`src/rtl/bootrom_loader.sv`:
```
// rtl/bootrom_loader.sv - boot ROM to RAM copy sequencer and boot ROM port arbiter
//
// After reset the CPU is held while every ROM word 0..WORDS-1 is read and written
// to RAM at DEST_BASE+index through a req/ack port. Once the copy completes, the
// ROM read port is handed to the CPU as a combinational pass-through.
//
// Ports:
//   romclk, rst              clock (rising edge), asynchronous active-high reset
//   restart                  1-cycle pulse, re-runs the copy from DONE or FAULT
//   rom_cs/rom_we/rom_addr   boot ROM control (rom_we is tied low)
//   rom_dout                 boot ROM read data
//   ram_req/ram_we/ram_addr  RAM write request, enable (same as req), address
//   ram_wdata/ram_ack        RAM write data, RAM write accepted this cycle
//   cpu_rom_cs/cpu_rom_addr  CPU ROM select and address, honoured in DONE only
//   cpu_rom_rdata            ROM data to the CPU, wired straight from rom_dout
//   cpu_hold/done/err        CPU stall, copy finished, copy aborted on ack timeout

module bootrom_loader #(
   parameter int WORDS       = 32,
   parameter int RAM_AW      = 12,
   parameter int DEST_BASE   = 0,
   parameter int ACK_TIMEOUT = 255
) (
   input  logic              romclk,
   input  logic              rst,
   input  logic              restart,
   output logic              rom_cs,
   output logic              rom_we,
   output logic [4:0]        rom_addr,
   input  logic [15:0]       rom_dout,
   output logic              ram_req,
   output logic              ram_we,
   output logic [RAM_AW-1:0] ram_addr,
   output logic [15:0]       ram_wdata,
   input  logic              ram_ack,
   input  logic              cpu_rom_cs,
   input  logic [4:0]        cpu_rom_addr,
   output logic [15:0]       cpu_rom_rdata,
   output logic              cpu_hold,
   output logic              done,
   output logic              err
);

   localparam logic [4:0]        LAST_IDX = 5'(WORDS - 1);
   localparam logic [7:0]        TMO_LAST = 8'(ACK_TIMEOUT - 1);
   localparam logic [RAM_AW-1:0] BASE     = RAM_AW'(DEST_BASE);

   typedef enum logic [2:0] {
      S_IDLE,
      S_READ,
      S_CAPT,
      S_WRITE,
      S_DONE,
      S_FAULT
   } state_t;

   state_t      state, state_n;
   logic [4:0]  idx,   idx_n;
   logic [15:0] data,  data_n;
   logic [7:0]  tmo,   tmo_n;

   // Registered copies of the sequencer-driven outputs
   logic              rom_cs_q;
   logic [4:0]        rom_addr_q;
   logic              ram_req_q;
   logic [RAM_AW-1:0] ram_addr_q;
   logic [15:0]       ram_wdata_q;
   logic              cpu_hold_q;
   logic              done_q;
   logic              err_q;

   always_ff @(posedge romclk or posedge rst) begin
      if (rst) begin
         state <= S_IDLE;
         idx   <= '0;
         data  <= '0;
         tmo   <= '0;
      end else begin
         state <= state_n;
         idx   <= idx_n;
         data  <= data_n;
         tmo   <= tmo_n;
      end
   end

   always_comb begin
      state_n = state;
      idx_n   = idx;
      data_n  = data;
      tmo_n   = tmo;
      case (state)
         S_IDLE: begin
            state_n = S_READ;
         end
         S_READ: begin
            state_n = S_CAPT;
         end
         S_CAPT: begin
            data_n  = rom_dout;
            tmo_n   = '0;
            state_n = S_WRITE;
         end
         S_WRITE: begin
            if (ram_ack) begin
               if (idx == LAST_IDX) begin
                  state_n = S_DONE;
               end else begin
                  idx_n   = idx + 5'd1;
                  state_n = S_READ;
               end
            end else if (tmo == TMO_LAST) begin
               // idx is left untouched so the failing word stays visible
               state_n = S_FAULT;
            end else begin
               tmo_n = tmo + 8'd1;
            end
         end
         S_DONE, S_FAULT: begin
            if (restart) begin
               idx_n   = '0;
               state_n = S_IDLE;
            end
         end
         default: begin
            state_n = S_IDLE;
         end
      endcase
   end

   // Outputs are decoded from the next state so they change on the same edge
   // as the state itself, while still coming straight out of flops.
   always_ff @(posedge romclk or posedge rst) begin
      if (rst) begin
         rom_cs_q    <= 1'b0;
         rom_addr_q  <= '0;
         ram_req_q   <= 1'b0;
         ram_addr_q  <= '0;
         ram_wdata_q <= '0;
         cpu_hold_q  <= 1'b1;
         done_q      <= 1'b0;
         err_q       <= 1'b0;
      end else begin
         rom_cs_q   <= (state_n == S_READ) || (state_n == S_CAPT);
         rom_addr_q <= ((state_n == S_READ) || (state_n == S_CAPT)) ? idx_n : 5'd0;
         ram_req_q  <= (state_n == S_WRITE);
         if (state_n == S_WRITE) begin
            ram_addr_q  <= BASE + RAM_AW'(idx_n);
            ram_wdata_q <= data_n;
         end
         cpu_hold_q <= (state_n != S_DONE);
         done_q     <= (state_n == S_DONE);
         err_q      <= (state_n == S_FAULT);
      end
   end

   // In DONE the CPU owns the ROM port directly, with no added latency
   assign rom_cs        = (state == S_DONE) ? cpu_rom_cs   : rom_cs_q;
   assign rom_addr      = (state == S_DONE) ? cpu_rom_addr : rom_addr_q;
   assign rom_we        = 1'b0;
   assign cpu_rom_rdata = rom_dout;

   assign ram_req   = ram_req_q;
   assign ram_we    = ram_req_q;
   assign ram_addr  = ram_addr_q;
   assign ram_wdata = ram_wdata_q;
   assign cpu_hold  = cpu_hold_q;
   assign done      = done_q;
   assign err       = err_q;

endmodule

```
`config.mk`:
```
export PLATFORM = sky130hd
export DESIGN_NAME = bootrom_loader
export DESIGN_NICKNAME = d
export VERILOG_FILES = /design/src/rtl/bootrom_loader.sv
export SDC_FILE = /design/constraint.sdc
export NUM_CORES = 1
export LEC_CHECK = 0
export ABC_AREA = 0
export ABC_CLOCK_PERIOD_IN_PS = 2200
export CAP_MARGIN = 20
export CORE_ASPECT_RATIO = 0.6
export CORE_MARGIN = 4
export CORE_UTILIZATION = 44
export CTS_BUF_LIST = sky130_fd_sc_hd__clkbuf_4 sky130_fd_sc_hd__clkbuf_8 sky130_fd_sc_hd__clkbuf_16
export CTS_CLUSTER_SIZE = 8
export DETAILED_ROUTE_END_ITERATION = 8
export GPL_TIMING_DRIVEN = 0
export PLACE_DENSITY = 0.77
export SLEW_MARGIN = 20
export SYNTH_ARGS = -nofsm -noshare
export SYNTH_HDL_FRONTEND = slang
export SYNTH_SLANG_ARGS = --single-unit
```
`constraint.sdc`:
```
create_clock -name romclk -period 2.2 [get_ports romclk]
set_clock_uncertainty 0.05 [all_clocks]
set_input_delay 0.55 -clock romclk [delete_from_list [all_inputs] [get_ports romclk]]
set_output_delay 0.55 -clock romclk [all_outputs]
set_load 0.01 [all_outputs]
```
=== Word-level counts from Yosys, hierarchy flattened ===
Cells that the tools add are included.
Widths: inputs -> output; s select.

* Register bits after elaboration: 63
* Input bits: 26
* Output and inout port bits: 56

* $add $sub $neg: 2
* Equal/unequal tests: 15
* Muxes and demuxes: 16
* Reduce and logical (&&, ||, !) cells: 5

{| class="wikitable"
|+ Operator list
! kind !! number
|-
| $mux 5 || 5
|-
| $mux 16 || 1
|-
| $mux 8 || 2
|-
| $pmux 8 s2 || 1
|-
| $pmux 3 s5 || 1
|-
| $eq 3x2->1 const B || 4
|-
| $eq 3x3->1 const B || 4
|-
| $mux 3 || 4
|-
| $pmux 5 s2 || 1
|-
| $add 8x1->8 const B || 1
|-
| $eq 8x8->1 const B || 1
|-
| $eq 3x1->1 const B || 2
|-
| $add 5x1->5 const B || 1
|-
| $eq 5x5->1 const B || 1
|-
| $ne 2x2->1 const B || 2
|-
| $logic_not 3->1 || 1
|-
| $ne 3x3->1 const B || 1
|-
| $reduce_and 3->1 || 1
|-
| $reduce_bool 2->1 || 1
|-
| $reduce_or 2->1 || 1
|-
| $logic_or 1x1->1 || 1
|-
| $mux 1 || 1
|}

=== Longest topological paths before layout ===
Gate-level depths: netlist (run 1).

* Depth after elaboration: 7
* Gate-level depth with buffers: 8

=== Least setup slack after synthesis (run 1) ===
No wires, ideal clock.

* Path type: register -> output
* Start: register state[1]
* End: output rom_addr[0]
* Arrival time: 1.247 ns
* Path slack: 0.353 ns
* Cell stages (with the launch flop): 4
* Cells stage by stage: dfrtp_1 > buf_2 > nor3b_2 > mux2_2

* Word-level cells in the longest chain between the ends: 2

{| class="wikitable"
|+ RTL lines
! what !! line !! source
|-
| start, declared || 57 || <nowiki>state_t state, state_n;</nowiki>
|-
| start signal, assigned || 79 || <nowiki>state <= state_n;</nowiki>
|-
| $eq 3x3->1 || 158 || <nowiki>assign rom_addr = (state == S_DONE) ? cpu_rom_addr : rom_addr_q;</nowiki>
|-
| $mux 5 || 158 ||
|-
| end, declared || 29 || <nowiki>output logic [4:0] rom_addr,</nowiki>
|}

Every way passes these cells.

=== Worst setup path in the final report (run 1) ===
* Start: register state[0]
* End: output rom_addr[4]

Same word-level chain as after synthesis.

==> results.sh, run 1 <==
export IMPL_max_slew_worst_pin_slew_ns=0.667
export IMPL_overflow_left_after_global_routing=0
export IMPL_die_span_in_y_um=72.5
export IMPL_yosys_top_cells_area="dfrtp_1, mux2_4, buf_4, mux2_2, mux2_1"
export IMPL_cts_sinks=63
export IMPL_timing_final_crit_period_ns=2.18
export IMPL_grt_max_degree=36
export IMPL_antenna_cells_inserted=0
export IMPL_cts_htree_levels=3
export IMPL_post_layout_total_power_mw=6.34
export IMPL_coreArea_um2=6710
export IMPL_detail_route_antenna_nets=0
export IMPL_nFillCells=506
export IMPL_cts_hold_repair_buffers=0
export IMPL_insertion_delay_ns=0.33
export IMPL_netlist_instances=237
export IMPL_most_common_layout_cells="dfrtp_1, clkdlybuf4s50_1, buf_4"
export IMPL_final_hold_violation_count=0
export IMPL_worstHoldPathType="register to register"
export IMPL_clk_pin_slew_worst_paths_ns=0.05
export IMPL_groute_usage_overall_pct=17.2
export IMPL_async_s_r_ff_share_synth_pct=100
export IMPL_ys_ff_latch=63
export IMPL_core_rowCount=23
export IMPL_final_min_period_over_clock_period_pct=99.2
export IMPL_detail_route_wl_per_cell_um=15.5
export IMPL_vdd_ir_drop_max_mv=0.844
export IMPL_nets=361
export IMPL_design_portCount=82
export IMPL_gp_routability_congestion=0.777
export IMPL_mostFrequentLayoutCell="dfrtp_1"
export IMPL_final_max_slew_violation_count=0
export IMPL_post_route_cell_area_um2=4340
export IMPL_global_route_wire_length_before_repair_mm=10.9
export IMPL_place_ws_ns=-0.326
export IMPL_clockRootBuffer="clkbuf_16"
export IMPL_tns_setup_ns=0
export IMPL_critical_path_startpoint_type="register"
export IMPL_dominant_register_cell_in_the_synthesized_netlist="dfrtp_1"
export IMPL_crit_path_end_kind="output pin"
export IMPL_post_layout_nonfiller_instances=424
export IMPL_required_ns=1.60
export IMPL_portBuffers=72
export IMPL_synth_enable_flop_cells=0
export IMPL_share_of_the_core_filled_with_cells_in_the_final_layout_pct=64.7
export IMPL_numCtsBuffers=9
export IMPL_post_synth_top_area_fraction_pct=50.9
export IMPL_cp_arrival_ns=1.58
export IMPL_clk_path_buf_depth=2
export IMPL_crit_path_max_incr_delay_ns=0.43
export IMPL_starting_density_of_the_core_pct=45.5
export IMPL_max_freq_ghz=0.458
export IMPL_drt_drc_violations_left=0
export IMPL_first_global_vias=2128
export IMPL_synth_area_leader_cell="dfrtp_1"
export IMPL_final_critical_path_setup_slack_ns=0.0177
export IMPL_setup_viol_count_final=0
export IMPL_floorplan_die_width_um=115
export IMPL_timing_slew_headroom_pct=55.2
export IMPL_finalHoldWorstSlack_ns=0.441
export IMPL_cp_common_cell="buf_6"
export IMPL_die_area_um2=8370
export IMPL_run_status="finished clean"
export IMPL_place_area_um2=3930
export IMPL_detail_route_wirelength_mm=6.58
export IMPL_ys_seq_area_share_pct=51.8
export IMPL_power_density_cell_area_nw_per_um2=1460
export IMPL_final_layout_size_suffix_gt1_share_pct=32.3
export IMPL_maxCapViolations=0
export IMPL_area_growth_syn_to_layout_pct=42.4
export IMPL_hpwlAfterDp_mm=4.74
export IMPL_syn_cell_area_um2=3050
export IMPL_path_cells="nor3b_4 > buf_6 > mux2_4 > buf_6"
export IMPL_synth_area_per_cell_um2=12.9
export IMPL_yosys_warnings=0
export IMPL_viasPerCell=4.98
export IMPL_initial_antenna_violation_count=0
export IMPL_leakagePower_nw=2.02
export IMPL_crit_path_slowest_cell="dfrtp_2"
export IMPL_dp_cells=404
export IMPL_synth_distinct_cells=46
export IMPL_multi_input_comb_area_um2=1200
export IMPL_grt_setup_unrepaired="yes"
export IMPL_detailedRoute_firstIterationViolations=117
export IMPL_regArea_um2=1580
export IMPL_tritoncts="done"
export IMPL_critical_path_maximum_fanout=3
export IMPL_drt_pass1_iterations=4
export IMPL_timing_setup_critical_path_class="register to output pin"
export IMPL_vias=2111
area by class of cell:
class                      instances  area share (%)
timing repair buffer              79            18.3
clock inverter                     3            1.50
multi-input combinational        132            27.6
tap                               87            2.51
clock buffer                      13            6.17
sequential                        63            36.4
inverter                          13            1.18
buffer                            34            6.37
cell usage after synthesis (4+ instances only):
| cell type | instances |
|---|---|
| inv_1 | 12 |
| buf_2 | 5 |
| a21oi_1 | 11 |
| a211oi_1 | 4 |
| buf_6 | 6 |
| mux2_1 | 8 |
| dfrtp_1 | 62 |
| o21ai_0 | 6 |
| mux2_4 | 21 |
| buf_4 | 25 |
| nor2_1 | 4 |
| mux2_2 | 13 |
| nand2_1 | 4 |
| mux2i_1 | 4 |
routing by layer:
metal | track usage (%) | vias up | share of wire [%]
li1 | - | 1001 | -
met1 | 24.0 | 1026 | 45
met2 | 24.1 | 68 | 46
met3 | 6.00 | 16 | 6.2
met4 | 8.20 | 0 | 2.4
met5 | 0 | - | 0
path summary, 6_finish.rpt:
kind	start	end	slack (ns)	cells after the start
setup / recovery	state[0]$_DFF_PP0_	rom_addr[4]	0.02	4
hold / removal	ram_wdata[2]$_DFFE_PP0P_	ram_wdata[2]$_DFFE_PP0P_	0.44	1
setup reg to reg	state[2]$_DFF_PP0_	ram_wdata[13]$_DFFE_PP0P_	0.13	8
hold reg to reg	ram_wdata[2]$_DFFE_PP0P_	ram_wdata[2]$_DFFE_PP0P_	0.44	1
max in group asynchronous	rst	ram_wdata[3]$_DFFE_PP0P_	1.09	3
min in group asynchronous	rst	ram_wdata[4]$_DFFE_PP0P_	0.51	2
sequential cells by signal, indices dropped and copies added (netlist names):
name and cells:
cpu_hold 1, data 16, done 1, err 1
idx 5, ram_addr 5, ram_req 1, ram_wdata 16
rom_addr_q 5, rom_cs_q 1, state 3, tmo 8
cells by family (layout without fill, tap and decap cells):
family / count (synthesis) / count (layout) / synth area share (%)
flops: 63 / 63 / 51.8
buf+inv: 49 / 142 / 10.8
mux: 46 / 46 / 19.4
compound gates: 38 / 38 / 8.87
simple gates: 37 / 37 / 7.80
fa+ha+maj: 3 / 3 / 1.23
other cells: 1 / 8 / 0.123
repair_timing:
item                                    in CTS  in global routing
pin swaps                                    1                  1
endpoints found under the setup margin      22                  6
buffers inserted                             3                  3
endpoints found under the hold margin        0                  0
resized for setup                           58                  3
report_power, final:
group | internal (mW) | total, mW | switching, mW
Sequential | 1.68 | 1.94 | 0.265
Clock | 1.08 | 1.56 | 0.480
Combinational | 1.65 | 2.85 | 1.20
worst max-delay path, delay by kind of cell, from the launching register on:
family	cells	cell delay, ns
buffers and inverters	2	0.27
DFF	1	0.43
and+or+nand+nor	1	0.24
muxes	1	0.31
No activity file was read; power rests on OpenSTA's default activity.
==> inputs of run 2 (changes only) <==
CTS_BUF_LIST = sky130_fd_sc_hd__clkbuf_16   (was sky130_fd_sc_hd__clkbuf_4 sky130_fd_sc_hd__clkbuf_8 sky130_fd_sc_hd__clkbuf_16)
==> results.sh, run 2 (synthesis results as in run 1) <==
export IMPL_vias=2115
export IMPL_core_rowCount=23
export IMPL_initial_antenna_violation_count=0
export IMPL_gp_routability_congestion=0.777
export IMPL_clk_path_buf_depth=2
export IMPL_area_growth_syn_to_layout_pct=41.2
export IMPL_groute_usage_overall_pct=17.2
export IMPL_detail_route_wirelength_mm=6.67
export IMPL_rr_startpoint="state[2]$_DFF_PP0_"
export IMPL_maxCapViolations=0
export IMPL_die_span_in_y_um=72.5
export IMPL_switchingPower_mw=1.96
export IMPL_worstHoldPathType="register to register"
export IMPL_power_frac_seq_pct=31.1
export IMPL_cp_arrival_ns=1.59
export IMPL_max_freq_ghz=0.457
export IMPL_floorplan_die_width_um=115
export IMPL_final_hold_violation_count=0
export IMPL_detail_route_antenna_nets=0
export IMPL_starting_density_of_the_core_pct=45.5
export IMPL_required_ns=1.60
export IMPL_final_layout_size_suffix_gt1_share_pct=31.4
export IMPL_hp_start="ram_wdata[2]$_DFFE_PP0P_"
export IMPL_global_route_wire_length_before_repair_mm=10.9
export IMPL_netSwitchingFraction_pct=31.3
export IMPL_coreArea_um2=6710
export IMPL_critical_path_startpoint="state[2]$_DFF_PP0_"
export IMPL_vdd_ir_drop_max_mv=0.844
export IMPL_drt_drc_violations_left=0
export IMPL_crit_path_end_kind="output pin"
export IMPL_grt_setup_unrepaired="yes"
export IMPL_timing_setup_critical_path_class="register to output pin"
export IMPL_leakagePower_nw=2.01
export IMPL_overflow_left_after_global_routing=0
export IMPL_power_share_combinational_pct=45.7
export IMPL_post_route_cell_area_um2=4300
export IMPL_clk_pin_slew_worst_paths_ns=0.05
export IMPL_drt_pass1_iterations=4
export IMPL_critical_path_startpoint_type="register"
export IMPL_tritoncts="done"
export IMPL_max_slew_worst_pin_slew_ns=0.689
export IMPL_nets=362
export IMPL_detail_route_wl_per_cell_um=15.7
export IMPL_final_min_period_over_clock_period_pct=99.5
export IMPL_cts_sinks=63
export IMPL_clockRootBuffer="clkbuf_16"
export IMPL_place_area_um2=3930
export IMPL_critical_path_maximum_fanout=8
export IMPL_hpwlAfterDp_mm=4.74
export IMPL_detailedRoute_firstIterationViolations=94
export IMPL_power_internal_mw=4.29
export IMPL_viasPerCell=4.98
export IMPL_die_area_um2=8370
export IMPL_first_global_vias=2124
export IMPL_portBuffers=72
export IMPL_numCtsBuffers=9
export IMPL_final_max_slew_violation_count=0
export IMPL_crit_reg2reg_capture="ram_wdata[13]$_DFFE_PP0P_"
export IMPL_hold_path_cell_count=1
export IMPL_cts_hold_repair_buffers=0
export IMPL_reg2regPathDepth=8
export IMPL_most_common_layout_cells="dfrtp_1, clkdlybuf4s50_1, buf_4"
export IMPL_mostFrequentLayoutCell="dfrtp_1"
export IMPL_insertion_delay_ns=0.33
export IMPL_antenna_cells_inserted=0
export IMPL_timing_slew_headroom_pct=53.8
export IMPL_dp_cells=404
export IMPL_cts_htree_levels=3
export IMPL_design_portCount=82
export IMPL_reg2reg_setup_slack_ns=0.15
export IMPL_power_density_cell_area_nw_per_um2=1450
export IMPL_post_layout_nonfiller_instances=425
export IMPL_finalHoldWorstSlack_ns=0.441
export IMPL_run_status="finished clean"
export IMPL_clock_power_share_pct=23.2
export IMPL_setup_viol_count_final=0
export IMPL_min_delay_worst_endpoint="ram_wdata[2]$_DFFE_PP0P_"
export IMPL_timing_final_crit_period_ns=2.19
export IMPL_grt_max_degree=36
[run 2: cell types whose count changed in the layout (fill, tap and decap cells not counted), sizes merged]
cell,delta
clkbuf,-5
buf,+2
clkinv,+2
inv,+2
[run 2: worst max-delay path, cell delays in order (launching register included)]
cell,delay [ns]
dfrtp_2,0.44
nor3b_4,0.25
buf_6,0.15
mux2_4,0.30
buf_6,0.12
[run 2: metrics by stage]
step	setup TNS [ns]	total power [mW]	util [%]	worst slack (ns)
detailed placement	-3.20	4.72	58.6	-0.326
global placement	-67.98	4.61	58.2	-1.05
finish	0	6.24	64.2	0.0109
CTS	-0.290	6.27	63.7	-0.0716
global route	-0.322	6.61	64.2	-0.0592
floorplan	0	3.73	-	0.0319
[run 2: worst max-delay path by stage]
| stage | endpoint | slack, ns | depth (start not counted) |
|---|---|---|---|
| finish | rom_addr[0] | 0.01 | 4 |
| global route | rom_addr[0] | -0.06 | 4 |
| CTS | rom_addr[4] | -0.07 | 5 |
| detailed placement | rom_addr[0] | -0.33 | 4 |
| global placement | ram_req$_DFF_PP0_ | -1.05 | 2 |
| floorplan | data[0]$_DFF_PP0_ | 0.03 | 1 |
[run 2: power groups by stage]
stage | Sequential [mW] | Combinational, mW | Clock (mW)
2_1_floorplan | 1.98 | 1.75 | 0
4_1_cts | 1.94 | 2.84 | 1.49
6_report | 1.94 | 2.85 | 1.45
3_3_place_gp | 1.91 | 2.70 | 0
3_5_place_dp | 1.93 | 2.79 | 0
5_1_grt | 2.01 | 3.07 | 1.54
[run 2: what timing repair did]
action                                 CTS  global route
pin swaps                                1             1
setup buffers                            3             4
cloned                                   0             0
endpoints found under the hold margin    0             0
setup endpoints to repair               22             6
gates resized for setup                 56             4
[run 2: layer usage]
metal	part of all wire [%]	wire (um)	up-vias	track usage, %
met5	0	0	-	0
met4	2.3	154	0	7.81
met3	6.1	405	16	6.75
met2	45	3020	72	23.6
met1	46	3080	1025	24.0
li1	-	-	1002	-
[run 2: final cells by class]
cell class	instances	area, um^2
clock buffers	9	225
plain buffers	34	274
multi-input cells	132	1200
inverters	13	51.3
clock inverters	7	80.1
repair buffers	80	788
well taps	87	109
fillers	518	2400
flip-flops and latches	63	1580
